File: config.mk
export PLATFORM = sky130hd
export DESIGN_NAME = mc_req_arbiter_flat
export DESIGN_NICKNAME = d
export VERILOG_FILES = /design/src/rtl/mc_req_arbiter_pkg.sv /design/src/rtl/mc_req_arbiter_if.sv /design/src/rtl/mc_req_arbiter_rr_pick.sv /design/src/rtl/mc_req_arbiter.sv /design/src/flat_wrapper.sv
export SDC_FILE = /design/constraint.sdc
export NUM_CORES = 1
export LEC_CHECK = 0
export BUFFER_PORTS_ARGS = -buffer_cell sky130_fd_sc_hd__clkbuf_2
export CAP_MARGIN = 10
export CORE_MARGIN = 2
export CORE_UTILIZATION = 51
export CTS_BUF_LIST = sky130_fd_sc_hd__clkbuf_16
export DETAILED_ROUTE_END_ITERATION = 8
export PLACE_DENSITY_LB_ADDON = 0.12
export SLEW_MARGIN = 40
export SYNTH_ARGS = -nofsm -noshare
export SYNTH_HDL_FRONTEND = slang
export SYNTH_SLANG_ARGS = --single-unit
File: constraint.sdc
create_clock -name clk -period 3.8 [get_ports clk]
set_input_delay 0.19 -clock clk [delete_from_list [all_inputs] [get_ports clk]]
set_output_delay 0.19 -clock clk [all_outputs]
set_load 0.1 [all_outputs]
File: src/rtl/mc_req_arbiter_pkg.sv
// Shared types and constants for the memory-controller request arbiter.
package mc_req_arbiter_pkg;

  localparam int unsigned MC_PKT_W     = 42;
  localparam int unsigned MC_VALID     = 41;
  localparam int unsigned MC_WRITE     = 40;
  localparam int unsigned MC_CADDR_HI  = 39;
  localparam int unsigned MC_CADDR_LO  = 30;
  localparam int unsigned MC_MADDR_HI  = 29;
  localparam int unsigned MC_MADDR_LO  = 0;
  localparam int unsigned MC_PAYLOAD_W = 41;
  localparam int unsigned PROGRESS_W   = 10;

  // Packet body below the valid bit, as held in a requester slot.
  typedef struct packed {
    logic                           write;
    logic [MC_CADDR_HI:MC_CADDR_LO] caddr;
    logic [MC_MADDR_HI:MC_MADDR_LO] maddr;
  } mc_payload_t;

  typedef enum logic [1:0] {
    IDLE,
    ISSUE,
    WAIT,
    ACTIVE
  } arb_state_e;

  // Requester-ID width, never narrower than one bit.
  function automatic int unsigned id_width(input int unsigned n);
    return (n > 2) ? $clog2(n) : 1;
  endfunction

endpackage

File: src/rtl/mc_req_arbiter_if.sv
// Requester-side and MC-side signals of the request arbiter.
interface mc_req_arbiter_if
  import mc_req_arbiter_pkg::*;
#(
  parameter int unsigned NUM_REQ = 2
);

  localparam int unsigned ID_W = id_width(NUM_REQ);

  logic [NUM_REQ*MC_PKT_W-1:0] IN_req;
  logic [NUM_REQ-1:0]          OUT_busy;
  logic [PROGRESS_W-1:0]       OUT_progress;
  logic [MC_PKT_W-1:0]         OUT_MC_if;
  logic [ID_W-1:0]             OUT_MC_reqID;
  logic [ID_W-1:0]             OUT_owner;
  logic                        OUT_timeoutErr;
  logic                        IN_MC_busy;
  logic [PROGRESS_W-1:0]       IN_MC_progress;

  // Arbiter side.
  modport slave (
    input  IN_req, IN_MC_busy, IN_MC_progress,
    output OUT_busy, OUT_progress, OUT_MC_if, OUT_MC_reqID, OUT_owner, OUT_timeoutErr
  );

  // Requesters plus memory controller side.
  modport master (
    output IN_req, IN_MC_busy, IN_MC_progress,
    input  OUT_busy, OUT_progress, OUT_MC_if, OUT_MC_reqID, OUT_owner, OUT_timeoutErr
  );

endinterface

File: src/rtl/mc_req_arbiter_rr_pick.sv
// Combinational round-robin picker: first set request at or after the pointer.
module mc_req_arbiter_rr_pick #(
  parameter int unsigned NUM_REQ = 2,
  parameter int unsigned ID_W    = 1
) (
  input  logic [NUM_REQ-1:0] req_i,
  input  logic [ID_W-1:0]    ptr_i,
  output logic [ID_W-1:0]    grant_c_o,
  output logic               any_c_o
);

  int unsigned idx;

  // Walk from farthest to nearest so the slot closest to the pointer wins.
  always_comb begin
    grant_c_o = '0;
    any_c_o   = |req_i;
    idx       = 0;
    for (int k = int'(NUM_REQ) - 1; k >= 0; k--) begin
      idx = 32'(ptr_i) + 32'(k);
      if (idx >= NUM_REQ) begin
        idx = idx - NUM_REQ;
      end
      if (req_i[idx[ID_W-1:0]]) begin
        grant_c_o = idx[ID_W-1:0];
      end
    end
  end

endmodule

File: src/rtl/mc_req_arbiter.sv
// Shares the single MC request port between NUM_REQ cache requesters.
module mc_req_arbiter
  import mc_req_arbiter_pkg::*;
#(
  parameter int unsigned NUM_REQ = 2,
  parameter int unsigned TIMEOUT = 4096
) (
  input  logic            clk,
  input  logic            rst,
  mc_req_arbiter_if.slave arb_if
);

  localparam int unsigned ID_W = id_width(NUM_REQ);
  localparam int unsigned WD_W = $clog2(TIMEOUT + 1);

  arb_state_e          state_q, state_d;
  logic [NUM_REQ-1:0]  full_q, full_d;
  mc_payload_t         slot_q [NUM_REQ];
  mc_payload_t         slot_d [NUM_REQ];
  logic [ID_W-1:0]     rr_ptr_q, rr_ptr_d;
  logic [ID_W-1:0]     owner_q, owner_d;
  logic [MC_PKT_W-1:0] mc_pkt_q, mc_pkt_d;
  logic [WD_W-1:0]     wdog_q, wdog_d;
  logic                err_q, err_d;

  logic [NUM_REQ-1:0]  req_valid;
  logic [NUM_REQ-1:0]  owner_active;
  logic [NUM_REQ-1:0]  accept;
  logic [NUM_REQ-1:0]  busy_c;
  mc_payload_t         req_payload [NUM_REQ];
  logic [ID_W-1:0]     grant;
  logic                grant_any;

  mc_req_arbiter_rr_pick #(
    .NUM_REQ (NUM_REQ),
    .ID_W    (ID_W)
  ) u_rr_pick (
    .req_i     (full_q),
    .ptr_i     (rr_ptr_q),
    .grant_c_o (grant),
    .any_c_o   (grant_any)
  );

  // Per-requester decode and private busy view.
  always_comb begin
    req_valid    = '0;
    owner_active = '0;
    accept       = '0;
    busy_c       = '0;
    for (int i = 0; i < int'(NUM_REQ); i++) begin
      req_valid[i]    = arb_if.IN_req[MC_PKT_W*i + MC_VALID];
      req_payload[i]  = arb_if.IN_req[MC_PKT_W*i +: MC_PAYLOAD_W];
      owner_active[i] = (state_q != IDLE) && (owner_q == ID_W'(i));
      accept[i]       = !full_q[i] && !owner_active[i];
      busy_c[i]       = full_q[i] | owner_active[i] | ((state_q == IDLE) & arb_if.IN_MC_busy);
    end
  end

  // Slot capture, grant/issue sequencing and transfer watchdog.
  always_comb begin
    state_d  = state_q;
    full_d   = full_q;
    slot_d   = slot_q;
    rr_ptr_d = rr_ptr_q;
    owner_d  = owner_q;
    mc_pkt_d = mc_pkt_q;
    wdog_d   = wdog_q;
    err_d    = err_q;

    // Control bits live for the ISSUE cycle only; the address stays.
    mc_pkt_d[MC_VALID] = 1'b0;
    mc_pkt_d[MC_WRITE] = 1'b0;

    for (int i = 0; i < int'(NUM_REQ); i++) begin
      if (req_valid[i] && accept[i]) begin
        full_d[i] = 1'b1;
        slot_d[i] = req_payload[i];
      end
    end

    unique case (state_q)
      IDLE: begin
        if (grant_any && !arb_if.IN_MC_busy) begin
          state_d       = ISSUE;
          full_d[grant] = 1'b0;
          mc_pkt_d      = {1'b1, slot_q[grant]};
          owner_d       = grant;
          rr_ptr_d      = (grant == ID_W'(NUM_REQ - 1)) ? '0 : grant + ID_W'(1);
        end
      end
      ISSUE: begin
        state_d = WAIT;
      end
      WAIT: begin
        state_d = ACTIVE;
        wdog_d  = '0;
      end
      ACTIVE: begin
        if (!arb_if.IN_MC_busy) begin
          state_d = IDLE;
        end
        if (wdog_q != WD_W'(TIMEOUT)) begin
          wdog_d = wdog_q + WD_W'(1);
          if (wdog_q == WD_W'(TIMEOUT - 1)) begin
            err_d = 1'b1;
          end
        end
      end
      default: begin
        state_d = IDLE;
      end
    endcase
  end

  // State registers.
  always_ff @(posedge clk) begin
    if (rst) begin
      state_q  <= IDLE;
      full_q   <= '0;
      for (int i = 0; i < int'(NUM_REQ); i++) begin
        slot_q[i] <= '0;
      end
      rr_ptr_q <= '0;
      owner_q  <= '0;
      mc_pkt_q <= '0;
      wdog_q   <= '0;
      err_q    <= 1'b0;
    end else begin
      state_q  <= state_d;
      full_q   <= full_d;
      slot_q   <= slot_d;
      rr_ptr_q <= rr_ptr_d;
      owner_q  <= owner_d;
      mc_pkt_q <= mc_pkt_d;
      wdog_q   <= wdog_d;
      err_q    <= err_d;
    end
  end

  assign arb_if.OUT_busy       = busy_c;
  assign arb_if.OUT_progress   = arb_if.IN_MC_progress;
  assign arb_if.OUT_MC_if      = mc_pkt_q;
  assign arb_if.OUT_MC_reqID   = owner_q;
  assign arb_if.OUT_owner      = owner_q;
  assign arb_if.OUT_timeoutErr = err_q;

  // A requester must not fire while its busy view says slot full or transfer owned.
  for (genvar g = 0; g < int'(NUM_REQ); g++) begin : g_proto_chk
    a_no_overrun: assert property (@(posedge clk) disable iff (rst) !(req_valid[g] && !accept[g]));
  end

endmodule
File: src/flat_wrapper.sv
// flat-port wrapper written by rule: the top's interface ports become plain ports
module mc_req_arbiter_flat import mc_req_arbiter_pkg::*;
#(
  parameter int unsigned NUM_REQ = 2,
  parameter int unsigned TIMEOUT = 4096
)
  (clk, rst, arb_if_IN_req, arb_if_IN_MC_busy, arb_if_IN_MC_progress, arb_if_OUT_busy, arb_if_OUT_progress, arb_if_OUT_MC_if, arb_if_OUT_MC_reqID, arb_if_OUT_owner, arb_if_OUT_timeoutErr);
  mc_req_arbiter_if #(.NUM_REQ(NUM_REQ)) arb_if_i ();
  input  logic clk;
  input  logic rst;
  input wire logic [$bits(arb_if_i.IN_req)-1:0] arb_if_IN_req;
  input wire logic [$bits(arb_if_i.IN_MC_busy)-1:0] arb_if_IN_MC_busy;
  input wire logic [$bits(arb_if_i.IN_MC_progress)-1:0] arb_if_IN_MC_progress;
  output wire logic [$bits(arb_if_i.OUT_busy)-1:0] arb_if_OUT_busy;
  output wire logic [$bits(arb_if_i.OUT_progress)-1:0] arb_if_OUT_progress;
  output wire logic [$bits(arb_if_i.OUT_MC_if)-1:0] arb_if_OUT_MC_if;
  output wire logic [$bits(arb_if_i.OUT_MC_reqID)-1:0] arb_if_OUT_MC_reqID;
  output wire logic [$bits(arb_if_i.OUT_owner)-1:0] arb_if_OUT_owner;
  output wire logic [$bits(arb_if_i.OUT_timeoutErr)-1:0] arb_if_OUT_timeoutErr;
  assign arb_if_i.IN_req = arb_if_IN_req;
  assign arb_if_i.IN_MC_busy = arb_if_IN_MC_busy;
  assign arb_if_i.IN_MC_progress = arb_if_IN_MC_progress;
  assign arb_if_OUT_busy = arb_if_i.OUT_busy;
  assign arb_if_OUT_progress = arb_if_i.OUT_progress;
  assign arb_if_OUT_MC_if = arb_if_i.OUT_MC_if;
  assign arb_if_OUT_MC_reqID = arb_if_i.OUT_MC_reqID;
  assign arb_if_OUT_owner = arb_if_i.OUT_owner;
  assign arb_if_OUT_timeoutErr = arb_if_i.OUT_timeoutErr;
  mc_req_arbiter #(.NUM_REQ(NUM_REQ), .TIMEOUT(TIMEOUT)) u_core (.clk(clk), .rst(rst), .arb_if(arb_if_i));
endmodule
# Word level (Yosys, flattened, before mapping)
# Index checks and enable logic that the tools add are counted.
[totals]
reg_bits = 144
input_bits = 97
output_inout_bits = 57
elab_cells = 93
[classes]
addsub = 5
n_lt_le_gt_ge = 7
n_eq_ne = 8
muxes = 24
bitwise_logic = 11
n_reduce_logical = 23
[ops]
columns = ["op", "count"]
rows = [
  ["$mux 41", 3],
  ["$mux 42", 1],
  ["$pmux 13 s2", 1],
  ["$add 13x1->13 const B", 1],
  ["$eq 13x12->1 const B", 1],
  ["$mux 13", 1],
  ["$ne 13x13->1 const B", 1],
  ["$mux 1", 12],
  ["$logic_and 1x1->1", 8],
  ["$mux 2", 4],
  ["$pmux 2 s4", 1],
  ["$lt 1x2->1 const B", 3],
  ["$reduce_and 2->1", 3],
  ["$logic_not 1->1", 5],
  ["$eq 2x2->1 const B", 2],
  ["$ge 2x2->1 const B", 2],
  ["$ne 2x2->1 const B", 2],
  ["$or 1x1->1", 4],
  ["$reduce_bool 2->1", 2],
  ["$reduce_or 2->1", 2],
  ["$not 1->1", 3],
  ["$reduce_and 3->1", 1],
  ["$reduce_or 3->1", 1],
  ["$add 1x1->2 const B", 1],
  ["other kinds (12)", 13],
]

# Logic depth before layout (Yosys ltp)
# Gate-level depths: netlist of run 1.
[logic_depth]
ltp_word = 15
ltp_mapped = 7
mapped_depth_nobuf = 5

# Modules after synthesis
# A second synthesis of run 1 with hierarchy kept.
[hier_totals]
hier_cells = 684
area_unflattened_um2 = 5783.0
[modules_own_cells]
columns = ["module", "n_inst", "cells_each", "area_each_um2", "seq_area_each_um2"]
rows = [
  ["mc_req_arbiter", 1, 681, 5765.5, 2882.8],
  ["mc_req_arbiter_rr_pick", 1, 3, 17.5, 0.0],
]

# Least setup slack after synthesis of run 1
# OpenSTA, ideal clock, no wires.
[synth_timing]
path_type = "flip-flop to output port"
from = "reg u_core.owner_q, in the netlist u_core.arb_if.OUT_MC_reqID"
to = "out arb_if_OUT_busy[1]"
t_arrival_ns = 2.206
slack_ns = 1.404
path_stages_with_launch = 5
n_path_buf = 2
path_cell_list = "dfxtp_1 nand2b_1 buf_2 clkbuf_1 nand3_1"
[synth_between]
elab_chain_cells = 3
[synth_rtl]
columns = ["element", "line_no", "source"]
rows = [
  ["from (decl)", "mc_req_arbiter.sv:21", "logic [ID_W-1:0] owner_q, owner_d;"],
  ["from (signal assigned)", "mc_req_arbiter.sv:133", "owner_q <= owner_d;"],
  ["$logic_and 1x1->1", "mc_req_arbiter.sv:53", "owner_active[i] = (state_q != IDLE) && (owner_q == ID_W'(i));"],
  ["$or 1x1->1 (2 in a row)", "mc_req_arbiter.sv:55", "busy_c[i] = full_q[i] | owner_active[i] | ((state_q == IDLE) & arb_if.IN_MC_busy);"],
  ["to (decl)", "flat_wrapper.sv:14", "output wire logic [$bits(arb_if_i.OUT_busy)-1:0] arb_if_OUT_busy;"],
]
# Every way passes these cells.

# Final worst setup path of run 1
[layout_timing]
from = "reg u_core.state_q[0]"
to = "out arb_if_OUT_busy[1]"
[layout_between]
elab_chain_cells = 4
elab_cells_between_ends = 6
[layout_rtl]
columns = ["element", "line_no", "source"]
rows = [
  ["from (decl)", "mc_req_arbiter.sv:16", "arb_state_e state_q, state_d;"],
  ["from (signal assigned)", "mc_req_arbiter.sv:129", "state_q <= state_d;"],
  ["$reduce_bool 2->1", "mc_req_arbiter.sv:53", ""],
  ["$logic_and 1x1->1", "mc_req_arbiter.sv:53", ""],
  ["$or 1x1->1", "mc_req_arbiter.sv:55", ""],
  ["$or 1x1->1 (*)", "mc_req_arbiter.sv:55", ""],
]
# Mark *: on every way between the ends. The rest lies on a longest branch, timed or not.

==> impl_metrics.toml, run 1 <==
[status]
status = "complete, no violations"

[sta]
fin_crit_sh_pct = 73.12
finalHoldViolCount = 0
max_slew_margin_pct = 49.26
worstMarginPinSlew_ps = 761.1
setup-tns-final_ps = 0
fin_worst_skew_ps = 4.696
slew_viol_final = 0
fmax_ghz = 0.3599
min_period_ps = 2779
rsz0062_at_grt = "false"
finalSetupViolCount = 0

[global_route]
grt_use_total_pct = 27.26
overflow = 0
grt_max_degree = 74
grt_pass1_vias = 6011
antenna_found_initial = 0
grt_pass1_wl_um = 30860

[clocking]
cts_resized = 0
clk-insertion-delay-late_ps = 420
cts_tree = "built"
cts_made_buffers = 17
clock_sinks = 144
clock_path_buffers = 2
cts_htree_levels = 4
path_clk_slew_ps = 60
cts_root_buf = "clkbuf_16"

[placement]
port_buffers = 133
post-place-cells = 981
dp_hpwl_um = 11650
gp_congestion = 0.8050

[setup_path]
crit_family = "simple AND/OR/NAND/NOR gates"
path_max_fanout = 28
crit_type = "flip-flop to output pin"
cp_cell_sequence = "inv_1, ha_2, nand2b_2, nand3_1, clkbuf_2"
critPathLaunchType = "flip-flop"
crit_buf_inv = 2
critPathArrivalTime_ps = 2590
cp-end-kind = "output pin"
critical_path_required_ps = 3610
worst_path_largest_cell_delay_ps = 620
cpMaxStageDelayCell = "ha_2"

[synth]
netlist.area_leader.share_pct = 43.55
ys_warn_count = 0
ys_seq_area_share_pct = 43.55
ys_types = 53
synth_area_um2 = 6619
syn-num-nets = 877
synth_area_leaders = "dfxtp_1 (44%), a21oi_1 (9.7%), a311oi_1 (5.7%), o21ai_0 (5.7%), o31ai_1 (4.8%)"
synth_largest_area_cell = "dfxtp_1"
synth_enable_flop_cells = 0
synthArstFlopShare_pct = 0
ys_seq_elements = 144
synth_flop_cell = "dfxtp_1"
postSynthCellCount = 775
syn_avg_cell_area_um2 = 8.540

[floorplan]
pin_count = 154
core_um2 = 12670
die_y_um = 117.9
die-area_um2 = 13910
die_w_um = 117.9
start_util_pct = 52.24
rows = 41

[layout]
drive_above_1_share_pct = 22.27
area_growth_pct = 17.37
diodes = 0
num-nets-final = 942
finalNonFillerCells = 1025

[routing]
drc = 0
via_per_inst = 6.266
wl_per_cell_um = 18.72
drt_first_pass_iters = 5
drt_iter0_drc = 693
via_count = 6423
drt-total-wl_um = 19190
postRouteAntennaNets = 0

[run]
drv_cap = 0

[pwr]
powerDensity_nw_per_um2 = 743.5
ir_drop_mv = 0.4627
power.total_mw = 5.776
leakagePower_nw = 2.905

[worst_hold_path]
hold_path_class = "input pin to flip-flop"
-- metrics by stage --
stage	setup slack (ps)	instance area (um2)	utilization, %	hold slack (ps)
4_1_cts	1056	7752	61.18	0.4303
3_3_place_gp	1473	7058	55.70	380.9
2_1_floorplan	1404	6619	-	337.7
5_1_grt	880.6	7769	61.31	2.635
6_report	1021	7769	61.31	3.213
3_5_place_dp	1435	7106	56.08	380.9
-- synthesized netlist by cell type (3+ instances only) --
cell      number
a21oi_1      128
inv_1          9
clkbuf_1      60
ha_1           5
nor2_1         8
nand3b_1      41
a211oi_1       4
buf_2         30
nand4_1       44
dfxtp_1      144
nor3_1         3
o31ai_1       42
mux2_2         3
buf_4         16
nand2_1       13
nand3_1       45
and3_1         6
buf_1          3
nor4b_1        3
o21ai_1       10
a31oi_1        4
a311oi_1      43
o21ai_0       75
-- cell usage in the layout (no fill, tap or decap), drive strengths merged, types with 9 or more instances in the layout --
cell type / Yosys / routed
clkbuf: 61 / 149
a311oi: 43 / 43
nand4: 45 / 45
nand3b: 41 / 41
o31ai: 42 / 42
a21oi: 128 / 128
inv: 10 / 14
nand3: 46 / 46
clkinv: 0 / 9
nand2: 13 / 13
o21ai: 85 / 85
dlygate4sd3: 0 / 11
buf: 51 / 15
dfxtp: 144 / 144
-- state kept, by name, indices dropped and copies added (netlist names) --
| register | count |
|---|---|
| u_core.arb_if.OUT_MC_if | 42 |
| u_core.arb_if.OUT_MC_reqID | 1 |
| u_core.arb_if.OUT_timeoutErr | 1 |
| u_core.full_q | 2 |
| u_core.rr_ptr_q | 1 |
| u_core.slot_q | 82 |
| u_core.state_q | 2 |
| u_core.wdog_q | 13 |
-- layer usage --
metal  share of wire [%]  up-vias  global-route usage [%]
li1                    -     3056                       -
met1                  44     3076                   37.10
met2                  47      265                   42.91
met3                 6.8       26                   6.008
met4                 1.7        0                   9.036
met5                   0        -                       0
-- what timing repair did --
action / in CTS / in global routing
buffers inserted: 0 / 0
endpoints found under the hold margin: 11 / 0
hold buffers: 11 / 0
-- power breakdown --
part	internal (mW)	leakage (nW)	switching [mW]	total [mW]
Sequential	1.76	1.18	0.159	1.92
Combinational	0.526	1.45	1.79	2.31
Clock	0.935	0.278	0.608	1.54
Total	3.22	2.90	2.55	5.78
-- kinds of logic after synthesis --
| logic type | share of synthesized area [%] |
|---|---|
| AND/OR/NAND/NOR | 16.99 |
| adder cells (fa/ha/maj) | 0.9452 |
| multiplexers | 0.5104 |
| AO/OA/AOI/OAI | 29.36 |
| flip-flops | 43.55 |
| buffers and inverters | 8.639 |
-- cell type report --
type / instances / area [um2]
inverter: 10 / 37.54
timing repair buffer: 158 / 915.9
tap: 172 / 215.2
clock buffer: 17 / 425.4
clock inverter: 15 / 111.4
multi-input combinational: 509 / 3179
fill: 1172 / 4902
sequential: 144 / 2884
-- tightest hold or removal path, cell delays in order --
cell and delay (ps):
clkbuf_2 80, nand3_1 60, a21oi_1 50
-- final timing paths --
check / endpoint / from / slack, ps / depth (start not counted)
worst max-delay path: arb_if_OUT_busy[1] / u_core.state_q[0] / 1020 / 5
worst min-delay path: u_core.slot_q[52] / arb_if_IN_req[11] / 3 / 3
worst max register to register: u_core.slot_q[14] / u_core.state_q[0] / 1380 / 6
worst min register to register: u_core.arb_if.OUT_timeoutErr / u_core.arb_if.OUT_timeoutErr / 460 / 2
No activity file was read; power rests on OpenSTA's default activity.
==> inputs of run 2 (changes only) <==
clock period = 2.9 ns   (was 3.8 ns; I/O delays follow)
==> run 2 against run 1 <==
Compared with the run above: core utilization increased by 6.2 points; register-to-register slack got worse by 710 ps; critical path depth unchanged; sequential cell count stayed put; largest cell class unchanged; highest routed layer unchanged.
==> impl_metrics.toml, run 2 (synthesis results as in run 1) <==
[pwr]
seqPwrFrac_pct = 32.2
internal-power_mw = 4.484
clkPwrFrac_pct = 28.0
comb_power_share_pct = 39.9
powerDensity_nw_per_um2 = 917.6
ir_drop_mv = 0.7687
p_switching_mw = 3.363
leakagePower_nw = 3.236
sw_frac_of_total_pct = 42.86

[layout]
regArea_um2 = 2884
final_area_um2 = 8552
multi_input_area_um2 = 3178
layout_commonest_cell = "dfxtp_1"
largest_reg_flops = 82
diodes = 0
drive_above_1_share_pct = 21.00
top_register = "u_core.slot_q"
area_growth_pct = 29.21
fill_cells = 1021
final_cell_mix = "dfxtp_1 (143), clkbuf_2 (132), a21oi_1 (128)"
num-nets-final = 1015

[routing]
postRouteAntennaNets = 0
via_per_inst = 6.292
wl_per_cell_um = 18.57
drt-total-wl_um = 20350
via_count = 6896
drt_iter0_drc = 667
drt_first_pass_iters = 6
drc = 0

[setup_path]
reg2reg_depth = 4
crit_type = "flip-flop to output pin"
critPathArrivalTime_ps = 2310
cp-end-kind = "output pin"
path_max_fanout = 31
critPathLaunchType = "flip-flop"
critical_path_required_ps = 2760

[global_route]
grt_max_degree = 86
overflow = 0
antenna_found_initial = 0
grt-busiest-layer = "met2"
grt_use_total_pct = 28.65
met3_usage_pct = 6.202
grt_util_met2_pct = 47.57
grt_pass1_wl_um = 32510
grt_pass1_vias = 6561
met1_usage_pct = 37.52

[status]
status = "complete, no violations"

[sta]
fin_hold_ws_ps = 12.70
max_slew_margin_pct = 53.65
fmax_ghz = 0.4070
rsz0062_at_grt = "false"
finalHoldViolCount = 0
min_period_ps = 2457
fin_crit_sh_pct = 84.72
worstMarginPinSlew_ps = 695.2
setup-tns-final_ps = 0
fin_worst_skew_ps = 5.591
slew_viol_final = 0
finalSetupViolCount = 0

[floorplan]
start_util_pct = 52.24
rows = 41
core_um2 = 12670
die_w_um = 117.9
pin_count = 154
die-area_um2 = 13910
die_y_um = 117.9

[clocking]
clk-insertion-delay-late_ps = 420
cts_made_buffers = 17
clock_path_buffers = 2
cts_htree_levels = 4
cts_root_buf = "clkbuf_16"
cts_resized = 0
path_clk_slew_ps = 60
cts_tree = "built"
clock_sinks = 144

[run]
drv_cap = 0

[placement]
gp_congestion = 0.8072
placed_cell_area_um2 = 7156
dp_hpwl_um = 12010
port_buffers = 133

[worst_hold_path]
worstHoldPathCells = 3
hold_path_class = "input pin to flip-flop"
[run 2: cell types whose count changed in the layout (fill, tap and decap cells not counted), moves of 2 or more]
cell           previous run  this run
buf_4                    11        15
clkinv_1                  7         5
dlygate4sd3_1            11        80
buf_12                    0         2
buf_8                     4         1
bufinv_16                 2         4
[run 2: metrics by stage]
| step | util (%) | instances | setup slack, ps | total power, mW |
|---|---|---|---|---|
| 4_1_cts | 67.37 | 1095 | 466.7 | 7.785 |
| 3_5_place_dp | 56.47 | 985 | 717.7 | 5.525 |
| 2_1_floorplan | - | 775 | 549.5 | 5.005 |
| 3_3_place_gp | 56.26 | 984 | 799.0 | 5.463 |
| 5_1_grt | 67.49 | 1096 | 329.3 | 8.159 |
| 6_report | 67.49 | 1096 | 443.2 | 7.847 |
[run 2: layer usage]
layer	vias up	part of all wire, %	wire length (um)
met4	0	1.5	304
met3	29	6.7	1364
met2	328	48	9851
met5	-	0	0
met1	3343	43	8827
li1	3196	-	-
[run 2: final cells by class]
class,count,area share [%]
timing repair buffer,231,19.37
tap,172,2.516
inverter,10,0.4389
clock buffer,17,4.974
clock inverter,13,1.814
sequential,144,33.72
multi-input combinational,509,37.16
[run 2: worst paths after layout]
path | end | slack, ps | startpoint
hold / removal | u_core.slot_q[13] | 10 | arb_if_IN_req[55]
setup reg to reg | u_core.arb_if.OUT_MC_if[5] | 670 | u_core.full_q[1]
setup / recovery | arb_if_OUT_busy[0] | 440 | u_core.state_q[0]
hold reg to reg | u_core.slot_q[37] | 470 | u_core.slot_q[37]
[run 2: timing repair]
item	CTS	global route
hold endpoints to repair	80	0
hold buffers	80	0
buffers inserted	0	0
[run 2: critical path: stages, from the launching register on]
cell,delay [ps]
dfxtp_1,330
inv_1,80
ha_2,640
o21ba_2,340
nand2_1,110
clkbuf_2,380
[run 2: power by group through the flow]
stage                     clock [mW]  sequential (mW)  combinational, mW
after CTS                       2.21             2.51               3.06
after detailed placement           0             2.55               2.97
after global placement             0             2.54               2.92
final                           2.19             2.52               3.13
after global routing            2.30             2.55               3.31
after floorplan                    0             3.53               1.48
==> inputs of run 3 (changes only) <==
ABC_AREA = 1   (was not set)
clock period = 2.4 ns   (was 2.9 ns; I/O delays follow)
==> run 3 against run 2 <==
Compared with the run above: combinational power fell by 32%; highest routed layer unchanged; sequential power rose by 13%; cell count rose by 1.1%; design area fell by 9.0%; synthesized cell count fell by 0.13%; worst hold slack improved by 71 ps; first-iteration DRC count fell by 30%; critical endpoint unchanged; largest cell class is now registers; critical path type unchanged.
==> impl_metrics.toml, run 3 <==
[status]
status = "complete, no violations"

[layout]
regArea_um2 = 2883
num-nets-final = 1060
multi_input_area_um2 = 2434
finalNonFillerCells = 1108
post-route-util_pct = 71.51
area_growth_pct = 35.64
fill_cells = 827
final_area_um2 = 7786
diodes = 0
layout_commonest_cell = "nand2_1"
largest_reg_flops = 82
final_cell_mix = "nand2_1 (287), dfxtp_1 (144), clkbuf_2 (132)"
drive_above_1_share_pct = 18.49
top_register = "u_core.slot_q"

[placement]
gp_congestion = 0.8515
post-place-cells = 997
port_buffers = 133
placed_cell_area_um2 = 6412
dp_hpwl_um = 9731

[synth]
synth_largest_area_cell = "dfxtp_1"
syn_avg_cell_area_um2 = 7.417
yosysMostFrequentCell = "nand2_1"
synthArstFlopShare_pct = 0
ys_types = 29
netlist.area_leader.share_pct = 50.22
synth_flop_cell = "dfxtp_1"
synth_area_um2 = 5741
postSynthCellCount = 774
syn-num-nets = 876
ys_warn_count = 0
synth_area_leaders = "dfxtp_1 (50%), nand2_1 (19%), a21oi_1 (8.3%), nand3_1 (5.3%), a31oi_1 (4.4%)"
synthTopCellsByCount = "nand2_1 (287), dfxtp_1 (144), a21oi_1 (95)"
ys_seq_elements = 144
ys_seq_area_share_pct = 50.22
synth_enable_flop_cells = 0

[routing]
dr_wl_met3_um = 1067
drc = 0
via_count = 5840
wl_met2_um = 7855
drt-total-wl_um = 16100
drt_iter0_drc = 464
via_per_inst = 5.271
drt_first_pass_iters = 7
wl_per_cell_um = 14.53
wl_met1_um = 6835
top_layer = "met4"
postRouteAntennaNets = 0

[sta]
slew_viol_final = 0
fin_worst_skew_ps = 8.072
finalSetupViolCount = 0
fmax_ghz = 0.5039
worstMarginPinSlew_ps = 805.0
max_slew_margin_pct = 46.26
min_period_ps = 1985
fin_crit_sh_pct = 82.69
finalHoldViolCount = 0
setup-tns-final_ps = 0
rsz0062_at_grt = "false"

[global_route]
overflow = 0
grt_pass1_vias = 5649
grt_max_degree = 66
antenna_found_initial = 0
grt_pass1_wl_um = 26110
grt_use_total_pct = 27.71

[setup_path]
path_max_fanout = 3
r2r_start = "u_core.state_q[0]"
worst_path_largest_cell_delay_ps = 470
timing.rr.end = "u_core.arb_if.OUT_MC_if[27]"
critical_path_required_ps = 2280
cpMaxStageDelayCell = "clkbuf_2"
crit_type = "flip-flop to output pin"
rrSetupSlack_ps = 560
reg2reg_depth = 9
cp-end-kind = "output pin"
cp_cell_sequence = "inv_1, ha_1, inv_2, nand2_1, nand3_1, clkbuf_2"
critPathArrivalTime_ps = 1860
critPathLaunchType = "flip-flop"

[floorplan]
pin_count = 154
die-area_um2 = 12120
core_um2 = 10890
die_w_um = 110.1
rows = 38
start_util_pct = 52.72
die_y_um = 110.1

[clocking]
cts_made_buffers = 17
cts_resized = 0
clk-insertion-delay-late_ps = 410
cts_root_buf = "clkbuf_16"
cts_htree_levels = 4
clock_sinks = 144
path_clk_slew_ps = 60
clock_path_buffers = 2
cts_tree = "built"

[worst_hold_path]
worstHoldStart = "rst"
holdPathEnd = "u_core.arb_if.OUT_timeoutErr"
hold_path_class = "input pin to flip-flop"
worstHoldPathCells = 2

[pwr]
seqPwrFrac_pct = 38.0
leakagePower_nw = 3.170
clkPwrFrac_pct = 33.5
powerDensity_nw_per_um2 = 960.2
ir_drop_mv = 0.9962
p_switching_mw = 2.656
sw_frac_of_total_pct = 35.52
comb_power_share_pct = 28.4
internal-power_mw = 4.821

[run]
drv_cap = 0
-- run 3: changes by cell type in the layout (fill, tap and decap cells not counted), moves of 7 or more --
cell	change
a21oi_1	-33
nand2_1	+274
a31oi_1	+36
nand4_1	-41
nor2_1	+16
nand3b_1	-41
nand3_1	+16
o31ai_1	-42
o21ai_0	-68
a311oi_1	-43
buf_4	-7
o21ai_1	-9
inv_1	+14
-- run 3: per-stage QoR --
step | power, mW | setup WS [ps] | hold slack, ps
after global placement | 4.839 | 703.7 | 241.2
after global routing | 7.843 | 337.2 | 100.2
final | 7.477 | 415.3 | 83.29
after CTS | 7.491 | 401.2 | 63.20
after floorplan | 4.463 | 326.3 | 262.8
after detailed placement | 4.895 | 556.3 | 241.2
-- run 3: repair_timing --
action	4_1_cts	5_1_grt
setup buffers	0	0
hold buffers	82	0
endpoints found under the hold margin	82	0
-- run 3: layer usage --
layer / GRT usage [%] / vias up
li1: - / 2889
met1: 34.44 / 2654
met2: 46.80 / 263
met3: 5.938 / 34
met4: 11.16 / 0
met5: 0 / -
-- run 3: worst max-delay path by stage --
stage | startpoint | cells past startpoint | to | slack [ps]
2_1_floorplan | u_core.arb_if.OUT_MC_reqID | 3 | arb_if_OUT_busy[0] | 330
3_5_place_dp | u_core.state_q[0] | 9 | u_core.arb_if.OUT_MC_if[7] | 560
4_1_cts | u_core.state_q[1] | 6 | arb_if_OUT_busy[0] | 400
6_report | u_core.state_q[1] | 6 | arb_if_OUT_busy[0] | 420
3_3_place_gp | u_core.state_q[0] | 9 | u_core.slot_q[47] | 700
5_1_grt | u_core.state_q[1] | 6 | arb_if_OUT_busy[0] | 340
-- run 3: layout make-up --
class                           instances  area share [%]
Inverter                               32           1.543
Tap cell                              140           2.250
Timing Repair Buffer                  226           20.83
Multi-Input combinational cell        537           31.25
Clock inverter                         12           1.639
Sequential cell                       144           37.02
Clock buffer                           17           5.464
-- run 3: cell families after synthesis --
| kind of cell | Yosys count | synth area share, % |
|---|---|---|
| buffers and inverters | 93 | 7.389 |
| DFF | 144 | 50.22 |
| and+or+nand+nor | 383 | 27.11 |
| xor gates and xnor gates | 1 | 0.1526 |
| adders and majority gates | 5 | 1.090 |
| AOI/OAI and AO/OA | 148 | 14.04 |
-- run 3: power groups by stage --
stage	logic, mW	clock network (mW)	registers, mW
2_1_floorplan	1.31	0	3.16
3_3_place_gp	1.96	0	2.88
3_5_place_dp	2.01	0	2.89
4_1_cts	2.12	2.53	2.84
5_1_grt	2.32	2.65	2.87
6_report	2.13	2.51	2.84
-- run 3: critical path: cells and delay by family (launching register included) --
kind          cells  cell delay [ps]
fa+ha+maj         1              230
buf+inv           3              650
flops             1              370
simple gates      2              190
